### src/rtl/fifo_rr_arbiter_pkg.sv
// fifo_arb_pkg: arbiter FSM state type and default parameter values
package fifo_arb_pkg;
  typedef enum logic {IDLE, LOCK} state_t;
  localparam int N_REQ_DEF = 4;
  localparam int DATA_W_DEF = 8;
  localparam int MAX_BURST_DEF = 4;
endpackage

### src/rtl/fifo_rr_arbiter_if.sv
// fifo_rr_arbiter_if: requester-side valid/ready bundle plus the single registered sink stream
// master: drives req_data/req_valid/out_ready, observes req_ready/out_data/out_src/out_valid
// slave:  the arbiter side of the same signals
interface fifo_rr_arbiter_if import fifo_arb_pkg::*; #(
  parameter int N_REQ = N_REQ_DEF,
  parameter int DATA_W = DATA_W_DEF
);
  localparam int SRC_W = $clog2(N_REQ);
  logic [N_REQ*DATA_W-1:0] req_data;
  logic [N_REQ-1:0] req_valid;
  logic [N_REQ-1:0] req_ready;
  logic [DATA_W-1:0] out_data;
  logic [SRC_W-1:0] out_src;
  logic out_valid;
  logic out_ready;
  modport master (
    output req_data, req_valid, out_ready,
    input  req_ready, out_data, out_src, out_valid
  );
  modport slave (
    input  req_data, req_valid, out_ready,
    output req_ready, out_data, out_src, out_valid
  );
endinterface

### src/rtl/fifo_rr_arbiter_rr_pick.sv
// rr_pick: first set request bit at or after i_start, wrapping modulo N
// i_req: request vector, i_start: scan start index, o_idx: winner (equals i_start when i_req is 0)
module rr_pick import fifo_arb_pkg::*; #(
  parameter int N = N_REQ_DEF,
  localparam int W = $clog2(N)
) (
  input  logic [N-1:0] i_req,
  input  logic [W-1:0] i_start,
  output logic [W-1:0] o_idx
);
  logic [N-1:0] w_rot;
  logic [W:0] w_off;
  logic [W:0] w_sum;
  // rotate so that i_start lands on bit 0
  assign w_rot = N'({i_req, i_req} >> i_start);
  always_comb begin
    w_off = '0;
    for (int k = N - 1; k >= 0; k--) w_off = w_rot[k] ? (W+1)'(k) : w_off;
  end
  assign w_sum = {1'b0, i_start} + w_off;
  assign o_idx = W'(w_sum >= (W+1)'(N) ? w_sum - (W+1)'(N) : w_sum);
endmodule

### src/rtl/fifo_rr_arbiter.sv
// fifo_rr_arbiter: round-robin burst arbiter feeding one registered valid/ready sink
// clk, rst_n (async, active low); bus: requester beats in, registered beat + source index out
module fifo_rr_arbiter import fifo_arb_pkg::*; #(
  parameter int N_REQ = N_REQ_DEF,
  parameter int DATA_W = DATA_W_DEF,
  parameter int MAX_BURST = MAX_BURST_DEF,
  localparam int SRC_W = $clog2(N_REQ),
  localparam int CNT_W = $clog2(MAX_BURST + 1)
) (
  input logic clk,
  input logic rst_n,
  fifo_rr_arbiter_if.slave bus
);
  state_t r_state, w_state_nxt;
  logic [SRC_W-1:0] r_ptr, w_ptr_nxt;
  logic [SRC_W-1:0] r_lock, w_lock_nxt;
  logic [CNT_W-1:0] r_cnt, w_cnt_nxt;
  logic [SRC_W-1:0] w_lock_inc, w_g_inc, w_start, w_pick, w_g;
  logic [DATA_W-1:0] r_out_data, w_sel_data;
  logic [SRC_W-1:0] r_out_src;
  logic r_out_valid;
  logic w_load, w_any, w_lock_hit, w_xfer;
  assign w_load = !r_out_valid || bus.out_ready;
  assign w_any = |bus.req_valid;
  assign w_lock_hit = r_state == LOCK && bus.req_valid[r_lock];
  assign w_lock_inc = r_lock == SRC_W'(N_REQ - 1) ? '0 : r_lock + 1'b1;
  // a lock whose owner went idle hands over starting just past the owner
  assign w_start = r_state == LOCK ? w_lock_inc : r_ptr;
  rr_pick #(.N(N_REQ)) u_pick (
    .i_req(bus.req_valid),
    .i_start(w_start),
    .o_idx(w_pick)
  );
  assign w_g = w_lock_hit ? r_lock : w_pick;
  assign w_g_inc = w_g == SRC_W'(N_REQ - 1) ? '0 : w_g + 1'b1;
  assign w_xfer = w_load && w_any;
  assign w_sel_data = bus.req_data[w_g*DATA_W +: DATA_W];
  assign bus.req_ready = (rst_n && w_xfer) ? N_REQ'(1) << w_g : '0;
  assign bus.out_data = r_out_data;
  assign bus.out_src = r_out_src;
  assign bus.out_valid = r_out_valid;
  always_comb begin
    w_state_nxt = r_state;
    w_ptr_nxt = r_ptr;
    w_lock_nxt = r_lock;
    w_cnt_nxt = r_cnt;
    if (w_xfer && w_lock_hit) begin
      w_cnt_nxt = r_cnt + 1'b1;
      if (r_cnt + 1'b1 == CNT_W'(MAX_BURST)) begin
        w_ptr_nxt = w_lock_inc;
        w_state_nxt = IDLE;
      end
    end else if (w_load && r_state == LOCK) begin
      w_ptr_nxt = w_lock_inc;
      w_state_nxt = IDLE;
    end
    // a fresh grant (from IDLE or from a same-cycle release) opens a new burst
    if (w_xfer && !w_lock_hit) begin
      if (MAX_BURST > 1) begin
        w_lock_nxt = w_g;
        w_cnt_nxt = CNT_W'(1);
        w_state_nxt = LOCK;
      end else begin
        w_ptr_nxt = w_g_inc;
      end
    end
  end
  always_ff @(posedge clk or negedge rst_n) begin
    if (!rst_n) begin
      r_state <= IDLE;
      r_ptr <= '0;
      r_lock <= '0;
      r_cnt <= '0;
    end else begin
      r_state <= w_state_nxt;
      r_ptr <= w_ptr_nxt;
      r_lock <= w_lock_nxt;
      r_cnt <= w_cnt_nxt;
    end
  end
  always_ff @(posedge clk or negedge rst_n) begin
    if (!rst_n) begin
      r_out_valid <= 1'b0;
      r_out_data <= '0;
      r_out_src <= '0;
    end else begin
      if (w_load) r_out_valid <= w_xfer;
      if (w_xfer) begin
        r_out_data <= w_sel_data;
        r_out_src <= w_g;
      end
    end
  end
endmodule

### src/flat_wrapper.sv
// flat-port wrapper written by rule: the top's interface ports become plain ports
module fifo_rr_arbiter_flat import fifo_arb_pkg::*;
#(
  parameter int N_REQ = N_REQ_DEF,
  parameter int DATA_W = DATA_W_DEF,
  parameter int MAX_BURST = MAX_BURST_DEF,
  localparam int SRC_W = $clog2(N_REQ),
  localparam int CNT_W = $clog2(MAX_BURST + 1)
)
  (clk, rst_n, bus_req_data, bus_req_valid, bus_out_ready, bus_req_ready, bus_out_data, bus_out_src, bus_out_valid);
  fifo_rr_arbiter_if #(.N_REQ(N_REQ), .DATA_W(DATA_W)) bus_i ();
  input logic clk;
  input logic rst_n;
  input wire logic [$bits(bus_i.req_data)-1:0] bus_req_data;
  input wire logic [$bits(bus_i.req_valid)-1:0] bus_req_valid;
  input wire logic [$bits(bus_i.out_ready)-1:0] bus_out_ready;
  output wire logic [$bits(bus_i.req_ready)-1:0] bus_req_ready;
  output wire logic [$bits(bus_i.out_data)-1:0] bus_out_data;
  output wire logic [$bits(bus_i.out_src)-1:0] bus_out_src;
  output wire logic [$bits(bus_i.out_valid)-1:0] bus_out_valid;
  assign bus_i.req_data = bus_req_data;
  assign bus_i.req_valid = bus_req_valid;
  assign bus_i.out_ready = bus_out_ready;
  assign bus_req_ready = bus_i.req_ready;
  assign bus_out_data = bus_i.out_data;
  assign bus_out_src = bus_i.out_src;
  assign bus_out_valid = bus_i.out_valid;
  fifo_rr_arbiter #(.N_REQ(N_REQ), .DATA_W(DATA_W), .MAX_BURST(MAX_BURST)) u_core (.clk(clk), .rst_n(rst_n), .bus(bus_i));
endmodule
### config.mk
export PLATFORM = sky130hd
export DESIGN_NAME = fifo_rr_arbiter_flat
export DESIGN_NICKNAME = d
export VERILOG_FILES = /design/src/rtl/fifo_rr_arbiter_pkg.sv /design/src/rtl/fifo_rr_arbiter_if.sv /design/src/rtl/fifo_rr_arbiter_rr_pick.sv /design/src/rtl/fifo_rr_arbiter.sv /design/src/flat_wrapper.sv
export SDC_FILE = /design/constraint.sdc
export NUM_CORES = 1
export LEC_CHECK = 0
export CORE_MARGIN = 3
export CORE_UTILIZATION = 48
export DETAILED_ROUTE_END_ITERATION = 10
export PLACE_DENSITY_LB_ADDON = 0.2
export SETUP_SLACK_MARGIN = 0.15
export SKIP_CTS_REPAIR_TIMING = 1
export SYNTH_ARGS = -nofsm -noshare
export SYNTH_HDL_FRONTEND = slang
export SYNTH_SLANG_ARGS = --single-unit
export TNS_END_PERCENT = 30
### constraint.sdc
create_clock -name clk -period 8.7 [get_ports clk]
set_input_delay 1.305 -clock clk [delete_from_list [all_inputs] [get_ports clk]]
set_output_delay 1.305 -clock clk [all_outputs]
set_load 0.01 [all_outputs]
# --- After elaboration in Yosys (flattened, before gate mapping) ---
# Cells that the tools add are included.
classes:
  mux: 20
  n_eq_ne: 4
  shift: 3
  reduce_logical: 15
  bitwise_logic: 0
  multipliers: 0
  div_mod_pow: 0
  order_cmp: 2
  add_sub_neg: 4
op_table:
  columns: ["cell", "n"]
  rows:
  - ["32-bit by 6-bit indexed part select with 8-bit output", 1]
  - ["2-bit 2-to-1 mux", 11]
  - ["8-bit by 2-bit >> shifter with 4-bit output", 1]
  - ["1-bit logical AND", 6]
  - ["3-bit 2-to-1 mux", 2]
  - ["1-bit 2-to-1 mux", 5]
  - ["4-bit 2-to-1 mux", 1]
  - ["2-bit AND reduction", 2]
  - ["2-bit nonzero test", 2]
  - ["4-bit OR reduction", 1]
  - ["1-bit by 2-bit left shift with 4-bit output, first input constant", 1]
  - ["2-bit by 2-bit adder with 3-bit output", 1]
  - ["3-bit by 1-bit adder with 3-bit output, second input constant", 1]
  - ["3-bit == test, second input constant", 1]
  - ["3-bit >= comparator, second input constant", 1]
  - ["2-bit by 3-bit less-than comparator with 1-bit output, second input constant", 1]
  - ["3-bit inequality test, second input constant", 1]
  - ["3-bit nonzero test", 1]
  - ["2-bit by 1-bit adder with 2-bit output, second input constant", 1]
  - ["1-bit binary-select mux with 2-bit select", 1]
  - ["2-bit == test, second input constant", 1]
  - ["1-bit zero test", 2]
  - ["2-bit inequality test, second input constant", 1]
  - ["2-bit by 1-bit subtractor with 2-bit output, second input constant", 1]
  - ["1-bit logical OR", 1]
word_totals:
  mem_bits_ro: 0
  output_inout_bits: 15
  word_cells: 55
  latch_bits: 0
  in_bits: 39
  n_memories: 0
  register_bits: 19
  ram_bits: 0

# --- Longest topological paths before layout ---
# Gate-level depths: netlist of run 1.
depth:
  word_depth: 14
  depth_mapped: 14
  ltp_nobuf: 13

# --- Cells and area by module ---
# Synthesis of run 1 repeated with hierarchy kept, for this count alone.
hier_totals:
  hier_cells: 170
  area_unflattened_um2: 1476.4
modules_own_cells:
  columns: ["mod", "area_per_inst_um2", "cells_per_inst", "seq_area_each_um2", "n_inst"]
  rows:
  - ["fifo_rr_arbiter", 1296.2, 145, 475.5, 1]
  - ["rr_pick", 180.2, 25, 0.0, 1]

# --- Worst setup path before layout of run 1 ---
# OpenSTA, ideal clock, no wires.
synth_timing:
  path_kind: "input port to output port"
  start: "input port bus_req_valid[1]"
  end: "output port bus_req_ready[3]"
  path_stages: 12
  t_arrival_ps: 3224
  path_buffers: 2
  t_required_ps: 7395
  path_slack_ps: 4171
  cell_sequence: "clkbuf_1 > nor2_1 > nor2_1 > a21oi_1 > o221ai_1 > o21a_1 > ha_1 > a21oi_1 > nor2_4 > buf_4 > inv_1 > nor3b_1"
synth_between:
  elab_chain_cells: 11
  elab_cells_between_ends: 18
  cone_classes: "add/sub: 2; order compare: 1; shift: 2; mux: 9; reduce/logical: 4"
synth_lines:
  columns: ["item", "line", "rtl"]
  rows:
  - ["start: declaration", "flat_wrapper.sv:15", "input wire logic [$bits(bus_i.req_valid)-1:0] bus_req_valid;"]
  - ["8-bit by 2-bit >> shifter with 4-bit output", "fifo_rr_arbiter_rr_pick.sv:15", "assign w_rot = N'({i_req, i_req} >> i_start);"]
  - ["2-bit 2-to-1 mux (4 in a row)", "fifo_rr_arbiter_rr_pick.sv:18", "for (int k = N - 1; k >= 0; k--) w_off = w_rot[k] ? (W+1)'(k) : w_off;"]
  - ["2-bit by 2-bit adder with 3-bit output", "fifo_rr_arbiter_rr_pick.sv:20", "assign w_sum = {1'b0, i_start} + w_off;"]
  - ["3-bit >= comparator / 2-bit by 1-bit subtractor with 2-bit output (equally long branches)", "fifo_rr_arbiter_rr_pick.sv:21", "assign o_idx = W'(w_sum >= (W+1)'(N) ? w_sum - (W+1)'(N) : w_sum);"]
  - ["2-bit 2-to-1 mux", "fifo_rr_arbiter_rr_pick.sv:21", null]
  - ["2-bit 2-to-1 mux", "fifo_rr_arbiter.sv:34", "assign w_g = w_lock_hit ? r_lock : w_pick;"]
  - ["1-bit by 2-bit left shift with 4-bit output", "fifo_rr_arbiter.sv:38", "assign bus.req_ready = (rst_n && w_xfer) ? N_REQ'(1) << w_g : '0;"]
  - ["4-bit 2-to-1 mux (*)", "fifo_rr_arbiter.sv:38", null]
  - ["end: declaration", "flat_wrapper.sv:17", "output wire logic [$bits(bus_i.req_ready)-1:0] bus_req_ready;"]
# Mark *: on every way between the ends. The rest lies on a longest branch, timed or not. The select of a mux whose other input is x is not followed.

# --- Worst setup path in the final report of run 1 ---
# Ends and elaborated chain as after synthesis.

==> results of run 1 <==
## placed cells by master, fill, tap and decap left out, drive strengths merged
cell            n
clkdlybuf4s50  53
nor2           20
mux2i          19
dfrtp          19
nand2          13
nor3           10
o21ai           9
a221o           8
a21oi           6
mux2            6
inv             5
nor2b           4
ha              4
nand2b          3
clkbuf          3
a22oi           2
o22ai           2
nor3b           2
and2            2
or3b            1
o221ai          1
o21a            1
nand3           1
o2bb2ai         1
a311oi          1
o2111ai         1
o211ai          1
and3            1
nor4            1
a211oi          1
a222oi          1
a21o            1
xor2            1
or2             1
xnor2           1
a22o            1
clkinvlp        1
## worst max-delay path: stages
cell and delay [ps]:
clkdlybuf4s50_1 670, nor2_1 90, nor2_1 100, a21oi_1 50, o221ai_1 180, o21a_1 150, ha_1 210, inv_1 50
a311oi_1 230, mux2i_1 130, nand2_1 450, nor3b_1 250, clkdlybuf4s50_1 570
## cell type report
type | count | area (µm²) | share of cell area
Clock inverter | 1 | 7.51 | 0.00377
Tap cell | 31 | 38.8 | 0.0195
Clock buffer | 3 | 22.5 | 0.0113
Sequential cell | 19 | 475 | 0.239
Inverter | 5 | 18.8 | 0.00943
Timing Repair Buffer | 53 | 531 | 0.266
Multi-Input combinational cell | 127 | 897 | 0.451
## sequential cells by signal, summed over array words and instances, names as in the netlist
name                  cells
u_core.r_cnt              3
u_core.bus.out_data       8
u_core.r_ptr              2
u_core.r_lock             2
u_core.bus.out_valid      1
u_core.r_state            1
u_core.bus.out_src        2
## power by group through the flow
stage               combinational (mW)  clock [mW]  sequential, mW
floorplan                        0.447           0           0.167
global placement                 0.551           0           0.165
detailed placement               0.569           0           0.167
CTS                              0.571      0.0483           0.166
global route                     0.621      0.0536           0.172
finish                           0.570      0.0473           0.166
## path summary, 6_finish.rpt
path	startpoint	to	cells past startpoint
max	bus_req_valid[1]	bus_req_ready[3]	13
min	u_core.bus.out_src[0]	u_core.bus.out_src[0]	2
max reg2reg	u_core.r_lock[0]	u_core.bus.out_data[6]	13
min reg2reg	u_core.bus.out_src[0]	u_core.bus.out_src[0]	2
max in group asynchronous	rst_n	u_core.bus.out_data[2]	1
min in group asynchronous	rst_n	u_core.bus.out_src[0]	1
## logic make-up after synthesis
family,share of synthesized area
buffers and inverters,0.0600
AOI/OAI and AO/OA,0.190
DFF,0.326
and+or+nand+nor,0.199
xor gates and xnor gates,0.0120
muxes,0.179
adders and majority gates,0.0343
## stage by stage
stage	cells	utilization	setup WS [ps]	cell area, µm²	total power [mW]
global placement	235	0.693	3100	1960	0.716
finish	239	0.704	2950	1990	0.784
global route	239	0.704	2700	1990	0.846
detailed placement	235	0.693	3000	1960	0.736
CTS	239	0.704	2990	1990	0.785
floorplan	163	-	4170	1460	0.614
## per-layer routing
metal	up-vias	routed length, µm
met5	-	0
met1	675	1550
met2	37	1810
met3	2	207
li1	687	-
met4	0	8
==> metrics.md, run 1 <==
| Metric | Value |
|---|---|
| Run status | `finished, final reports clean` |
| CP required | `7390 ps` |
| Starting Density | `0.516` |
| Largest net degree at the start of global routing | `33` |
| Post-synthesis register bit count | `19` |
| Area Overhead vs Synth | `36.3%` |
| Global placement routability congestion | `0.842` |
| Synthesized area per cell | `8.96 µm²` |
| Pint | `0.429 mW` |
| Combinational fraction of design power | `0.728` |
| Min Hold Slack | `501 ps` |
| Clock group share of total power | `0.060` |
| Total routed wirelength | `3.58 mm` |
| Max-Cap Viols | `0` |
| Routed vias/inst | `5.86` |
| Vias in the first global route | `1263` |
| GRT met3 Usage | `0.0398` |
| Grt total ovfl | `0` |
| Sequential-to-total area share from yosys stat | `0.326` |
| Crit Path Max Fanout | `20` |
| DRC Markers | `0` |
| Mapped Area | `1460 µm²` |
| Post-route antenna net violation count | `0` |
| Number of fillers in the final layout | `225` |
| Gr usage total | `0.191` |
| Via total after detailed routing | `1401` |
| CTS tree | `built` |
| Netlist cell types | `43` |
| # diodes | `0` |
| Top post-synthesis cells by area | `dfrtp_1, mux2i_1, a221o_1` |
| First-pass GRT wire length | `5.42 mm` |
| Row Count | `19` |
| Layout cells sized above 1 | `0.0769` |
| Clk_lat worst skew | `300 ps` |
| Clock skew | `7.70 ps` |
| # clock sinks | `19` |
| Core Region | `2830 µm²` |
| Crit path arrival time | `4440 ps` |
| Slew headroom | `0.395` |
| Post-synth ARST share | `1.00` |
| Seq pwr share | `0.212` |
| Initial drt markers | `92` |
| Setup repair after global routing missed its margin | `false` |
| Number of H-tree levels | `1` |
| Post-synth EDFFs | `0` |
| I/O Buffers | `53` |
| CTS root buf | `clkbuf_4` |
| Worst setup path class | `input port to output pin` |
| Setup violations, final | `0` |
| Hold/Removal Path Class | `flop to flop` |
| Die ar. | `3740 µm²` |
| GR met1 Demand/Resource | `0.243` |
| DP HPWL | `2.80 mm` |
| Most instantiated cells after synthesis | `dfrtp_1, mux2i_1, nor2_1, nand2_1, nor3_1` |
| Worst slew pin tran | `905 ps` |
| Standby leakage power | `0.838 nW` |
| Min Tclk post-route | `5750 ps` |
| Setup Total Neg Slack | `0 ps` |
| Main flop type after synthesis | `dfrtp_1` |
| Startpoint types | `input port` |
| Final worst path period share | `0.661` |
| Reg clk slew, reported paths | `130 ps` |
| Share of the synthesized area in the top cell type | `0.326` |
| Slew Viols, Final | `0` |
| Routing usage on met2 | `0.335` |
| Mapped Cells | `163` |
| Syn. warnings | `0` |
| Cell Pwr Density | `394 nW/µm²` |
| R2r setup slk | `5410 ps` |
| Cts bufs inserted | `3` |
| Bufs on Longest Clock Path | `2` |
| Syn Nets | `206` |
| Worst VDD drop | `174 µV` |
| Die X-Extent | `61.2 µm` |
| 1st-pass router iterations | `4` |
| # IOs | `54` |
| Sw frac | `0.453` |
| Drt wl/cell | `15.0 µm` |
| Initial antenna violation count | `0` |
| Yosys top cell by area | `dfrtp_1` |
| CP Capture Type | `output pin` |
| Max Freq | `174 MHz` |
| GRT busiest layer | `met2` |
| Nets@finish | `252` |
| Switching pwr | `0.355 mW` |
| Die Ht | `61.2 µm` |
| Final hold vios | `0` |
No activity file was read; power rests on OpenSTA's default activity.
==> inputs of run 2 (changes only) <==
--- a/config.mk
+++ b/config.mk
@@ -6,7 +6,7 @@
 export NUM_CORES = 1
 export LEC_CHECK = 0
 export CORE_MARGIN = 3
-export CORE_UTILIZATION = 48
+export CORE_UTILIZATION = 44
 export DETAILED_ROUTE_END_ITERATION = 10
 export PLACE_DENSITY_LB_ADDON = 0.2
 export SETUP_SLACK_MARGIN = 0.15
==> constraint.sdc (replaced) <==
create_clock -name clk -period 5.36 [get_ports clk]
set_input_delay 0.804 -clock clk [delete_from_list [all_inputs] [get_ports clk]]
set_output_delay 0.804 -clock clk [all_outputs]
set_load 0.01 [all_outputs]
==> run 2 against run 1 <==
- total power increased by 66%
- via count is 1.8% lower
- critical path type unchanged
- critical path depth is the same
- routed wire length down 0.64%
- design area increased by 1.8%
==> metrics.md, run 2 (synthesized netlist as in run 1, its figures left out) <==
| Metric | Value |
|---|---|
| Run status | `finished, final reports clean` |
| Total routed wirelength | `3.55 mm (-0.64%)` |
| Initial antenna violation count | `0 (unchanged)` |
| Standby leakage power | `0.856 nW (+2.2%)` |
| Final hold vios | `0 (unchanged)` |
| Buf/Inv on CP | `3 (unchanged)` |
| Slew headroom | `0.633 (+0.238)` |
| Slew Viols, Final | `0 (unchanged)` |
| Die Ht | `63.6 µm (+4.0%)` |
| Routed vias/inst | `5.40 (-7.9%)` |
| Die ar. | `4050 µm² (+8.2%)` |
| # clock sinks | `19 (unchanged)` |
| DP Worst Slack | `729 ps (-2270 ps)` |
| Global placement routability congestion | `0.793 (-5.9%)` |
| Crit path largest cell delay | `680 ps (about the same)` |
| Cell Pwr Density | `642 nW/µm² (+63%)` |
| Max reg flops | `8 (unchanged)` |
| Setup violations, final | `0 (unchanged)` |
| Top cell family by delay on the critical path | `buffers and inverters` |
| Setup Total Neg Slack | `0 ps (unchanged)` |
| Number of H-tree levels | `1 (unchanged)` |
| Crit Path Max Fanout | `13 (-35%)` |
| Clk_lat worst skew | `300 ps (about the same)` |
| CTS tree | `built` |
| 1st-pass router iterations | `4 (unchanged)` |
| I/O Buffers | `53 (unchanged)` |
| Largest net degree at the start of global routing | `33 (unchanged)` |
| Row Count | `20 (+1)` |
| Grt total ovfl | `0 (unchanged)` |
| CTS root buf | `clkbuf_4` |
| Nets@finish | `255 (+1.2%)` |
| Core Region | `3100 µm² (+9.7%)` |
| Startpoint types | `input port` |
| Worst slew pin tran | `545 ps (-359 ps)` |
| DP HPWL | `2.84 mm (+1.6%)` |
| Layout cells sized above 1 | `0.0900 (+0.0131)` |
| Max Freq | `216 MHz` |
| Gr usage total | `0.192 (+0.000823)` |
| Area Overhead vs Synth | `38.8%` |
| Clock skew | `4.51 ps (-3.19 ps)` |
| Drt wl/cell | `13.9 µm (-6.9%)` |
| Cts bufs inserted | `3 (unchanged)` |
| Die X-Extent | `63.6 µm (+4.0%)` |
| Bufs on Longest Clock Path | `2 (unchanged)` |
| Final worst path period share | `0.864` |
| # IOs | `54 (unchanged)` |
| Worst setup path class | `input port to output pin` |
| First-pass GRT wire length | `6.33 mm (+17%)` |
| Setup WS post-layout | `726 ps (-2220 ps)` |
| Max-Cap Viols | `0 (unchanged)` |
| Fin util | `0.653 (-0.0504)` |
| Via total after detailed routing | `1376 (-1.8%)` |
| CP required | `4560 ps (-2830 ps)` |
| CP Capture Type | `output pin` |
| Worst VDD drop | `548 µV (+210%)` |
| Min Tclk post-route | `4630 ps` |
| Setup repair after global routing missed its margin | `false` |
| # diodes | `0 (unchanged)` |
| Slowest CP cell | `clkdlybuf4s50_1` |
| Vias in the first global route | `1465 (+16%)` |
| Post-route antenna net violation count | `0 (unchanged)` |
| Crit path arrival time | `3830 ps (-610 ps)` |
| Starting Density | `0.471 (-0.0456)` |
| Hold/Removal Path Class | `flop to flop` |
| Initial drt markers | `80 (-13%)` |
| Most common cell after layout, fill and taps aside | `clkdlybuf4s50_1` |
| Critical path, cell by cell | `clkdlybuf4s50_1 -> nor2_1 -> nor2_1 -> a21oi_1 -> o221ai_1 -> o21a_1 -> ha_1 -> inv_1 -> a311oi_1 -> mux2i_1 -> nand2_1 -> nor3b_1 -> clkdlybuf4s50_1` |
| Most frequent cells in the layout | `clkdlybuf4s50_1, mux2i_1, nor2_1, dfrtp_1, nand2_1` |
| Reg clk slew, reported paths | `110 ps (-20 ps)` |
| DRC Markers | `0 (unchanged)` |
run 2: worst paths after layout:
| check | to | cells after the start | slack [ps] | startpoint |
|---|---|---|---|---|
| setup / recovery | bus_req_ready[3] | 13 | 730 | bus_req_valid[1] |
| hold / removal | u_core.bus.out_src[1] | 2 | 490 | u_core.bus.out_src[1] |
| setup reg to reg | u_core.bus.out_data[6] | 14 | 2120 | u_core.r_lock[0] |
| hold reg to reg | u_core.bus.out_src[1] | 2 | 490 | u_core.bus.out_src[1] |
| max in group asynchronous | u_core.r_cnt[1] | 2 | 4320 | rst_n |
| min in group asynchronous | u_core.bus.out_data[5] | 2 | 830 | rst_n |
run 2: layout make-up:
type	count	area [µm²]
fill	277	1080
multi-input combinational	127	897
timing repair buffer	56	553
sequential	19	475
tap	44	55.1
clock buffer	3	22.5
inverter	5	18.8
clock inverter	1	5.00
run 2: power by group:
part,internal (mW),switching (mW)
combinational,0.482,0.473
sequential,0.211,0.0599
clock,0.0278,0.0465
total,0.721,0.579
run 2: routing by layer:
| metal | up-vias | track usage | part of all wire | wire length (µm) |
|---|---|---|---|---|
| met5 | - | 0 | 0 | 0 |
| li1 | 691 | - | - | - |
| met4 | 0 | 0.0620 | 0.0082 | 29 |
| met2 | 48 | 0.360 | 0.51 | 1820 |
| met3 | 4 | 0.0446 | 0.061 | 218 |
| met1 | 633 | 0.209 | 0.42 | 1490 |
run 2: worst register-to-register path, stage by stage (launching register included):
cell and delay [ps]:
dfrtp_1 480, ha_1 360, mux2_4 300, nand2_1 90, a22oi_1 80, o22ai_1 160
o21a_1 160, ha_1 210, inv_1 50, a311oi_1 210, mux2i_1 130, nand2_1 330
buf_4 240, nor3_1 60, a221o_1 280
run 2: per-stage QoR:
step,cell area [µm²],std cells,total power [mW],hold slack (ps)
final,2030,255,1.30,489
after global routing,2030,255,1.42,539
after CTS,2030,255,1.31,494
after detailed placement,2000,251,1.23,465
after global placement,2000,251,1.20,460
after floorplan,1460,163,0.997,470
